## config.mk

```make
export PLATFORM = sky130hd
export DESIGN_NAME = sys_control_tx
export DESIGN_NICKNAME = d
export VERILOG_FILES = /design/src/rtl/sys_control_tx_pkg.sv /design/src/rtl/sys_control_tx.sv
export SDC_FILE = /design/constraint.sdc
export NUM_CORES = 1
export LEC_CHECK = 0
export ABC_CLOCK_PERIOD_IN_PS = 2300
export CORE_UTILIZATION = 45
export CTS_CLUSTER_SIZE = 28
export DETAILED_ROUTE_END_ITERATION = 8
export PLACE_DENSITY = 0.69
export SKIP_CTS_REPAIR_TIMING = 1
export SKIP_LAST_GASP = 1
export SLEW_MARGIN = 20
export SYNTH_ARGS = -nofsm -noshare
export SYNTH_HDL_FRONTEND = slang
export SYNTH_SLANG_ARGS = --single-unit
export TNS_END_PERCENT = 50
```

## constraint.sdc

```tcl
create_clock -name clk -period 2.3 [get_ports clk]
set_input_delay 0.345 -clock clk [delete_from_list [all_inputs] [get_ports clk]]
set_output_delay 0.345 -clock clk [all_outputs]
set_load 0.1 [all_outputs]
```

## src/rtl/sys_control_tx_pkg.sv

```systemverilog
// Shared definitions for the sys-control TX return path: FSM encodings and
// the command bytes agreed with the RX-side controller.
package sys_control_tx_pkg;

    typedef enum logic [1:0] {
        ST_IDLE    = 2'd0,
        ST_SEND    = 2'd1,
        ST_WAIT_HI = 2'd2,
        ST_WAIT_LO = 2'd3
    } tx_state_e;

    // Command bytes decoded by the RX controller; kept beside the TX encodings.
    localparam logic [7:0] CMD_AA = 8'hAA;
    localparam logic [7:0] CMD_BB = 8'hBB;
    localparam logic [7:0] CMD_CC = 8'hCC;
    localparam logic [7:0] CMD_DD = 8'hDD;

endpackage

```

## src/rtl/sys_control_tx.sv

```systemverilog
// Serialises RF (1 byte) and ALU (2 byte) results into a byte stream for
// uart_tx, pacing each byte against the UART busy flag.
module sys_control_tx
    import sys_control_tx_pkg::*;
#(
    parameter int WIDTH         = 8,
    parameter int ALU_MSB_FIRST = 0,
    parameter int BUSY_TIMEOUT  = 15
) (
    input  logic               clk,
    input  logic               reset_n,
    input  logic               rf_send_in,
    input  logic [WIDTH-1:0]   rf_send_data_in,
    input  logic               alu_send_in,
    input  logic [2*WIDTH-1:0] alu_send_data_in,
    input  logic               uart_tx_busy_in,
    output logic [WIDTH-1:0]   uart_tx_data_out,
    output logic               uart_tx_data_valid_out,
    output logic               tx_idle_out,
    output logic               overflow_err_out
);

    localparam int TW = $clog2(BUSY_TIMEOUT + 1);

    // Handshake: uart_tx_data_valid_out is a one-cycle load strobe, raised
    // only in SEND while busy is low; uart_tx_data_out is held from SEND entry.
    tx_state_e          state, state_nxt;
    logic               rf_full, alu_full;
    logic [WIDTH-1:0]   rf_slot;
    logic [2*WIDTH-1:0] alu_slot;
    logic [WIDTH-1:0]   byte_reg, hi_reg;
    logic [1:0]         count;
    logic [TW-1:0]      tmo_cnt;
    logic               rf_take, alu_take, load_next, send_fire, tmo_inc;

    always_comb begin
        state_nxt = state;
        rf_take   = 1'b0;
        alu_take  = 1'b0;
        load_next = 1'b0;
        send_fire = 1'b0;
        tmo_inc   = 1'b0;
        case (state)
            ST_IDLE: begin
                if (rf_full) begin
                    rf_take   = 1'b1;
                    state_nxt = ST_SEND;
                end else if (alu_full) begin
                    alu_take  = 1'b1;
                    state_nxt = ST_SEND;
                end
            end
            ST_SEND: begin
                if (!uart_tx_busy_in) begin
                    send_fire = 1'b1;
                    state_nxt = ST_WAIT_HI;
                end
            end
            ST_WAIT_HI: begin
                tmo_inc = 1'b1;
                // A UART that never reports busy is treated as having taken the byte.
                if (uart_tx_busy_in || (tmo_cnt == TW'(BUSY_TIMEOUT - 1)))
                    state_nxt = ST_WAIT_LO;
            end
            ST_WAIT_LO: begin
                if (!uart_tx_busy_in) begin
                    if (count != 2'd0) begin
                        load_next = 1'b1;
                        state_nxt = ST_SEND;
                    end else begin
                        state_nxt = ST_IDLE;
                    end
                end
            end
            default: state_nxt = ST_IDLE;
        endcase
    end

    always_ff @(posedge clk or negedge reset_n) begin
        if (!reset_n) begin
            state            <= ST_IDLE;
            rf_full          <= 1'b0;
            alu_full         <= 1'b0;
            rf_slot          <= '0;
            alu_slot         <= '0;
            byte_reg         <= '0;
            hi_reg           <= '0;
            count            <= 2'd0;
            tmo_cnt          <= '0;
            overflow_err_out <= 1'b0;
        end else begin
            state <= state_nxt;

            // The FSM's clear lands first, so a pulse in the same cycle is accepted.
            if (rf_take) rf_full <= 1'b0;
            if (rf_send_in) begin
                if (rf_full && !rf_take) begin
                    overflow_err_out <= 1'b1;
                end else begin
                    rf_slot <= rf_send_data_in;
                    rf_full <= 1'b1;
                end
            end

            if (alu_take) alu_full <= 1'b0;
            if (alu_send_in) begin
                if (alu_full && !alu_take) begin
                    overflow_err_out <= 1'b1;
                end else begin
                    alu_slot <= alu_send_data_in;
                    alu_full <= 1'b1;
                end
            end

            if (rf_take) begin
                byte_reg <= rf_slot;
                count    <= 2'd1;
            end else if (alu_take) begin
                if (ALU_MSB_FIRST != 0) begin
                    byte_reg <= alu_slot[2*WIDTH-1:WIDTH];
                    hi_reg   <= alu_slot[WIDTH-1:0];
                end else begin
                    byte_reg <= alu_slot[WIDTH-1:0];
                    hi_reg   <= alu_slot[2*WIDTH-1:WIDTH];
                end
                count <= 2'd2;
            end else if (load_next) begin
                byte_reg <= hi_reg;
            end

            if (send_fire) begin
                count   <= count - 2'd1;
                tmo_cnt <= '0;
            end else if (tmo_inc) begin
                tmo_cnt <= tmo_cnt + TW'(1);
            end
        end
    end

    assign uart_tx_data_out       = byte_reg;
    assign uart_tx_data_valid_out = (state == ST_SEND) && !uart_tx_busy_in;
    assign tx_idle_out            = (state == ST_IDLE) && !rf_full && !alu_full;

endmodule

```

==> results.md <==
* Sequential share of the synthesized area at 52.8%
* Final Cycle Share at 83.7%
* Register bit total from synthesis at 51
* DP HPWL at 3100 um
* Skew-Pair Late Insertion Delay at 0.30 ns
* Num ports at 40
* Worst Setup Start Kind: flip-flop
* Reg2reg start: state[1]$_DFFE_PN0P_
* Unique masters post-synth at 42
* Largest register by flop count: alu_slot
* Ys async rst share at 100%
* WL per Instance at 14.0 um
* # H-tree levels at 2
* Initial Utilization at 47.1%
* Fin Clk Skew at 0.00644 ns
* Final GP Congestion at 0.711
* Placeable Area at around 5100 um2
* Final TNS setup at 0 ns
* DRC at 0
* Layout cell share with drive strength beyond 1 at about a quarter
* Synth-to-layout area growth at 24.0%
* Remaining Overflow, GRT at 0
* Final core utilization at 58.3%
* # diodes at 0
* Final Critical Period at between 1.5 and 2 ns
* Initial antenna violation count at 0
* Most common cell after layout, fill and taps aside: dfrtp_1
* CP Max Fanout at 4
* Slew @ Worst Pin at 0.642 ns
* RSZ-0062 raised after global routing: no
* Rel. slew slack at 57.2%
* DRT Pass-1 Iters at 4
* Clock tree sinks at slightly above 50
* Die H at between 70 and 80 um
* Number of flip-flops in the largest register at 16
* Fmax achieved at 520 MHz
* Cells after Synth at 193
* Critical Setup Path Class: flip-flop to primary output
* Reg clk slew, reported paths at 0.09 ns
* Worst R2R End: alu_slot[12]$_DFFE_PN0P_
* WP data arrival at 1.58 ns
* TritonCTS clock tree: yes
* Final Hold Vio Count at 0
* CTS max path bufs at 2
* Status: complete, no violations
* Max Cap Viol at 0
* Peak supply drop at 773 uV
* DRT iter0 DRCs at 58
* Synth warnings at 0
* Final setup vio count at 0
* Final Power at 3.96 mW
* Syn nets at 230
* First-pass GRT wire length at between 7000 and 8000 um
* Port buffer count at 39
* Drt total wl at 4310 um
* R2R Setup Slk at 0.48 ns
* Number of global-route vias before repair at 1525
* Die ar. at 5670 um2
* Cells on worst reg2reg path at 6
* Final hold slack at 0.145 ns
* Post-Syn Area at about 2400 um2
* Dpl cells at about 300
* Nets at 273
* GR Util All Layers at 17.3%
* Site Rows at 26
* Worst EP required at 1.96 ns
* DR vias at 1569
* Syn avg cell area at 12.5 um2
* Pwr Density at around 1300 nW/um2
* LEAKAGE at 1.35 nW
* Endpoint type of the worst setup path: primary output
* Root buf cell: clkbuf_8
* Final std cells w/o fill at 307
* Post-synth EDFFs at 0
* Largest net degree at the start of global routing at 52
* Post-DRT Antenna Nets at 0
* Vias/cell at 5.11
* TritonCTS buffer count at 5
* Chip Width at 75.3 um
* Ys flop type: dfrtp_1
* Most frequent cells in the layout: dfrtp_1 (51), clkdlybuf4s50_1 (27), mux2_2 (21)
* Hold Crit Class: input port to async pin
* Pins Over Slew Limit at 0
==> routing by layer <==
layer	up-vias	track usage [%]	wire [um]
li1	767	-	-
met1	772	21.8	1960
met2	26	29.6	2190
met3	4	3.97	109
met4	0	5.76	51
met5	-	0	0
==> stage by stage <==
stage / cell area (um2) / setup slack [ns]
finish: 3000 / 0.376
detailed placement: 2900 / 0.338
CTS: 3000 / 0.351
global placement: 2900 / 0.356
floorplan: 2420 / 0.163
global route: 3000 / 0.246
==> synth_stat cells, drive strengths merged, types with 2 or more instances <==
| cell | n | area share, % |
|---|---|---|
| dfrtp | 51 | 53 |
| and3 | 2 | 0.52 |
| a21o | 2 | 0.62 |
| buf | 7 | 2.1 |
| nand2b | 2 | 0.52 |
| clkbuf | 3 | 0.47 |
| xor2 | 2 | 0.72 |
| nor2b | 2 | 0.52 |
| mux2 | 34 | 16 |
| o22a | 6 | 2.2 |
| a21oi | 7 | 1.4 |
| nand2 | 12 | 2.0 |
| o21ai | 3 | 0.78 |
| and2b | 2 | 0.62 |
| o21a | 6 | 1.9 |
| nor2 | 4 | 0.62 |
| ha | 8 | 4.1 |
| mux2i | 2 | 0.83 |
| nand3b | 8 | 2.6 |
| inv | 9 | 1.4 |
| nand3 | 4 | 0.83 |
| a221oi | 4 | 1.7 |
==> area by class of cell <==
class / count / area [um2]
Clock buffer: 6 / 82.6
Multi-Input combinational cell: 123 / 1050
Tap cell: 70 / 87.6
Timing Repair Buffer: 46 / 448
Inverter: 9 / 33.8
Fill cell: 461 / 2140
Sequential cell: 51 / 1280
Clock inverter: 2 / 16.3
==> worst max-delay path by stage <==
| stage | start | to | slack [ns] |
|---|---|---|---|
| floorplan | state[0]$_DFFE_PN0P_ | state[1]$_DFFE_PN0P_ | 0.16 |
| global placement | uart_tx_busy_in | uart_tx_data_out[7]$_DFFE_PN0P_ | 0.36 |
| detailed placement | uart_tx_busy_in | uart_tx_data_out[7]$_DFFE_PN0P_ | 0.34 |
| CTS | state[1]$_DFFE_PN0P_ | tx_idle_out | 0.35 |
| global route | state[1]$_DFFE_PN0P_ | uart_tx_data_valid_out | 0.25 |
| finish | state[1]$_DFFE_PN0P_ | tx_idle_out | 0.38 |
==> power by group <==
part	internal (mW)	switching, mW	total (mW)
clock	0.246	0.288	0.534
sequential	1.31	0.240	1.55
combinational	0.773	1.11	1.88
==> worst max-delay path: stages, from the launching register on <==
cell,delay [ns]
dfrtp_1,0.42
inv_1,0.13
ha_1,0.24
nor3b_4,0.28
buf_12,0.21
==> cell families after synthesis <==
logic type      after synthesis  share of synthesized area (%)
flops                        51                           52.8
compound gates               34                           11.2
buf+inv                      19                           3.93
fa+ha+maj                     8                           4.14
simple gates                 42                           10.2
mux                          36                           16.7
xor+xnor                      3                           1.09
No activity file was read; power rests on OpenSTA's default activity.
